$ cat src/rtl/psd_sqrt_pkg.sv
// rtl/psd_sqrt_pkg.sv - shared types and constants for the sqrt core sequencer
package psd_sqrt_pkg;

  // Default operand width of the core; instances may override NBITSIN locally.
  localparam int NBITSIN_DEF = 32;
  localparam int NITER       = NBITSIN_DEF / 2;
  localparam int CNT_W       = $clog2(NITER);

  typedef enum logic [2:0] {
    IDLE    = 3'd0,
    START   = 3'd1,
    ITER    = 3'd2,
    STOP    = 3'd3,
    CAPTURE = 3'd4,
    HOLD    = 3'd5
  } state_e;

endpackage

$ cat src/rtl/sqrt_seq_ctrl.sv
// rtl/sqrt_seq_ctrl.sv - operand/result sequencer for the bit-serial sqrt core
module sqrt_seq_ctrl
  import psd_sqrt_pkg::*;
#(
  parameter int NBITSIN = 32
) (
  input  logic                   clock,
  input  logic                   reset,
  input  logic                   in_valid,
  output logic                   in_ready,
  input  logic [NBITSIN-1:0]     in_data,
  output logic                   out_valid,
  input  logic                   out_ready,
  output logic [NBITSIN/2-1:0]   out_data,
  output logic                   core_start,
  output logic                   core_stop,
  output logic [NBITSIN-1:0]     core_xin,
  input  logic [NBITSIN/2-1:0]   core_sqrt,
  output logic                   busy
);

  // One result bit per core cycle; the counter only has to reach NITER_L-1.
  localparam int NITER_L = NBITSIN / 2;
  localparam int CW      = (NITER_L > 1) ? $clog2(NITER_L) : 1;
  localparam logic [CW-1:0] CNT_LAST = CW'(NITER_L - 1);

  state_e                 state_q, state_d;
  logic [CW-1:0]          cnt_q, cnt_d;
  logic [NBITSIN-1:0]     xin_q, xin_d;
  logic [NBITSIN/2-1:0]   res_q, res_d;
  logic                   accept;

  // HOLD accepts a new operand only in the same cycle its result is taken,
  // which makes in_ready combinationally dependent on out_ready.
  assign in_ready   = !reset && ((state_q == IDLE) || ((state_q == HOLD) && out_ready));
  assign accept     = in_valid && in_ready;
  assign out_valid  = (state_q == HOLD);
  assign out_data   = res_q;
  assign core_start = (state_q == START);
  assign core_stop  = (state_q == STOP);
  assign core_xin   = xin_q;
  assign busy       = (state_q != IDLE) && (state_q != HOLD);

  // Next-state, counter and datapath register selection.
  always_comb begin
    state_d = state_q;
    cnt_d   = cnt_q;
    xin_d   = xin_q;
    res_d   = res_q;
    case (state_q)
      IDLE: begin
        if (accept) begin
          xin_d   = in_data;
          state_d = START;
        end
      end
      START: begin
        cnt_d   = '0;
        state_d = ITER;
      end
      ITER: begin
        if (cnt_q == CNT_LAST) begin
          state_d = STOP;
        end else begin
          cnt_d = cnt_q + CW'(1);
        end
      end
      STOP: begin
        state_d = CAPTURE;
      end
      CAPTURE: begin
        res_d   = core_sqrt;
        state_d = HOLD;
      end
      HOLD: begin
        if (out_ready) begin
          if (accept) begin
            xin_d   = in_data;
            state_d = START;
          end else begin
            state_d = IDLE;
          end
        end
      end
      default: begin
        state_d = IDLE;
      end
    endcase
  end

  // State and datapath registers; reset abandons any result in flight.
  always_ff @(posedge clock) begin
    if (reset) begin
      state_q <= IDLE;
      cnt_q   <= '0;
      xin_q   <= '0;
      res_q   <= '0;
    end else begin
      state_q <= state_d;
      cnt_q   <= cnt_d;
      xin_q   <= xin_d;
      res_q   <= res_d;
    end
  end

endmodule

$ cat config.mk
export PLATFORM = sky130hd
export DESIGN_NAME = sqrt_seq_ctrl
export DESIGN_NICKNAME = d
export VERILOG_FILES = /design/src/rtl/psd_sqrt_pkg.sv /design/src/rtl/sqrt_seq_ctrl.sv
export SDC_FILE = /design/constraint.sdc
export NUM_CORES = 1
export LEC_CHECK = 0
export CORE_AREA = 2 2 79 96
export CTS_CLUSTER_SIZE = 20
export DETAILED_ROUTE_END_ITERATION = 16
export DIE_AREA = 0 0 81 98
export HOLD_SLACK_MARGIN = 0.05
export PLACE_DENSITY = 0.73
export SKIP_LAST_GASP = 1
export SLEW_MARGIN = 20
export SYNTH_ARGS = -nofsm -noshare
export SYNTH_HDL_FRONTEND = slang
export SYNTH_SLANG_ARGS = --single-unit
$ cat constraint.sdc
create_clock -name clock -period 2.7 [get_ports clock]
set_input_delay 0.675 -clock clock [delete_from_list [all_inputs] [get_ports clock]]
set_output_delay 0.675 -clock clock [all_outputs]
set_load 0.01 [all_outputs]
==> flow_metrics.tcl, run 1 <==
set metrics [dict create \
    cp-end-kind "output port" \
    top_level_ports 105 \
    powerDensity_nw_per_um2 563.2 \
    path_delay_family "buffers and inverters" \
    finalCritPeriodShare_pct 89.49 \
    synth_top_cells_by_area "dfxtp_1 46%, o311ai_1 12%, nand2_1 10%" \
    drt_iter0_markers 231 \
    total_power_mw 2.031 \
    clkLatencyLatePin_ns 0.30 \
    wl_mm 6.850 \
    slowest_stage "clkdlybuf4s50_1" \
    cp.required_ns 2.03 \
    die_h_um 98 \
    die_w_um 81 \
    maxCapViolations 0 \
    wl_per_cell_um 14.83 \
    clk_transition_reported_paths_ns 0.10 \
    async_flop_share_pct 0 \
    register_area_um2 1101 \
    netlist_instances 282 \
    tightest_slew_ns 0.6101 \
    slowest_delay_ns 0.57 \
    synth_cell_types 40 \
    setup.worst_path.start_class "register" \
    grt_pass1_vias 2445 \
    diodes 0 \
    finalClockSkew_ns 0.005545 \
    netlist_top_cells_count "65 x nand2_1, 55 x dfxtp_1, 32 x nand4_1, 32 x o311ai_1, 22 x clkbuf_1" \
    worst_hold_slack_ns 0.4592 \
    fin_cells 462 \
    grt_usage_pct 17.10 \
    clock_sinks 55 \
    outcome "finished clean" \
    timing.fmax_mhz 413.9 \
    ys_ff_latch 55 \
    clockBufferDepth 2 \
    drc 0 \
    cts_tree "built" \
    num_rows 34 \
    drt_first_pass_iters 4 \
    rsz0062_at_grt "false" \
    drive_gt1_share_pct 6.989 \
    fin_area_um2 3607 \
    num_vias 2490 \
    area_delta_synth_final_pct 49.53 \
    critPathMaxFanout 18 \
    fin_crit_ns 2.416 \
    hold_class "register to register" \
    nNetsFinal 425 \
    multiInputGateArea_um2 1135 \
    syn_area_per_cell_um2 8.554 \
    portBuffers 104 \
    dp_hpwl_mm 4.698 \
    dpl_worst_slack_ns -0.01705 \
    grt_antenna_before_repair 0 \
    die_area_um2 7938 \
    setup_ws_ns 0.2838 \
    core_area_um2 7062 \
    setup_viol_count_final 0 \
    synth.most_common_cell "nand2_1" \
    syn_nets 335 \
    post_dp_cell_area_um2 3502 \
    grt_max_degree 33 \
    clock-root-buffer "clkbuf_8" \
    worstSetupPathType "register to output port" \
    dpl.cell_count 455 \
    crit_path_cell_trace "buf_4, nand2b_1, nor2_1, clkdlybuf4s50_1" \
    fill_cells 676 \
    relSlewSlack_pct 59.28 \
    ys_warn_count 0 \
    yosys.area.top_type_share_pct 45.64 \
    gr-total-overflow 0 \
    ir_worst_vdd_mv 0.2637 \
    arrival_ns 1.74 \
    place_congestion 0.7133 \
    synth_edf_count 0 \
    post-cts-setup-buffers 0 \
    grt_first_pass_wirelength_mm 11.05 \
    initial_core_util_pct 34.16 \
    finalMaxSlewViolations 0 \
    htreeDepth 2 \
    hold_viol_final 0 \
    ys_seq_area_share_pct 45.64 \
    utilization_pct 51.08 \
    drtAntennaViolNets 0 \
    cts_buffers 5 \
    p_leak_nw 1.361 \
    ys.flop_type "dfxtp_1" \
    fin_setup_tns_ns 0 \
    via_per_inst 5.390 \
    netlist_area_um2 2412 \
    cp.buffers_inverters 2 \
    yosysTopAreaCell "dfxtp_1" \
]
[sequential cells by signal (all words and copies together) (netlist names)]
| name | cells |
|---|---|
| cnt_q | 4 |
| out_data | 16 |
| core_xin | 32 |
| state_q | 3 |
[final cells by class]
| class | count | area share [%] |
|---|---|---|
| Timing Repair Buffer | 117 | 31.53 |
| Multi-Input combinational cell | 189 | 31.46 |
| Sequential cell | 55 | 30.52 |
| Tap cell | 90 | 3.122 |
| Clock buffer | 5 | 1.908 |
| Clock inverter | 2 | 1.041 |
| Inverter | 4 | 0.4162 |
[metal layers]
metal / wire [um] / GRT usage (%)
met2: 3236 / 29.12
met4: 162 / 6.649
met1: 2956 / 20.37
met5: 0 / 0
met3: 495 / 4.159
[cell usage in the layout, fill, tap and decap left out, types with 4 or more instances in the layout]
master	netlist	layout
a21oi_1	19	19
buf_4	0	13
clkbuf_8	0	5
clkdlybuf4s50_1	0	103
dfxtp_1	55	55
inv_1	4	4
nand2_1	65	65
nand4_1	32	32
nor2_1	4	4
o311ai_1	32	32
[repair_timing]
action / 4_1_cts / 5_1_grt
hold buffers: 0 / 0
endpoints found under the setup margin: 1 / 0
gates resized for setup: 1 / 0
[worst reg2reg max path: cells and delay by family, from the launching register on]
kind | cells | cell delay, ns
simple gates | 2 | 0.68
flops | 1 | 0.35
buf+inv | 1 | 0.20
compound gates | 1 | 0.32
[where the power goes]
group / total [mW] / switching, mW / internal [mW]
clock: 0.532 / 0.260 / 0.271
combinational: 0.567 / 0.282 / 0.285
sequential: 0.933 / 0.0464 / 0.887
[cell families after synthesis]
group | after synthesis | synth area share, %
buf+inv | 38 | 7.572
compound gates | 65 | 20.02
xor+xnor | 1 | 0.3631
flops | 55 | 45.64
fa+ha+maj | 1 | 0.5186
mux | 1 | 0.4150
simple gates | 121 | 25.47
[path summary, 6_finish.rpt]
check,from,end,slack [ns],depth (start not counted)
max,state_q[2]$_SDFFE_PP0P_,core_stop,0.28,4
max reg2reg,state_q[1]$_SDFFE_PP0P_,core_xin[4]$_SDFFE_PP0P_,1.05,4
min,out_data[5]$_SDFFE_PP0P_,out_data[5]$_SDFFE_PP0P_,0.46,2
min reg2reg,out_data[5]$_SDFFE_PP0P_,out_data[5]$_SDFFE_PP0P_,0.46,2
No activity file was read; power rests on OpenSTA's default activity.
==> run 2: changes to the inputs <==
TNS_END_PERCENT = 20   (was unset)
==> results of run 2 <==
The final DEF is identical to that of run 1; final timing and power are the same.
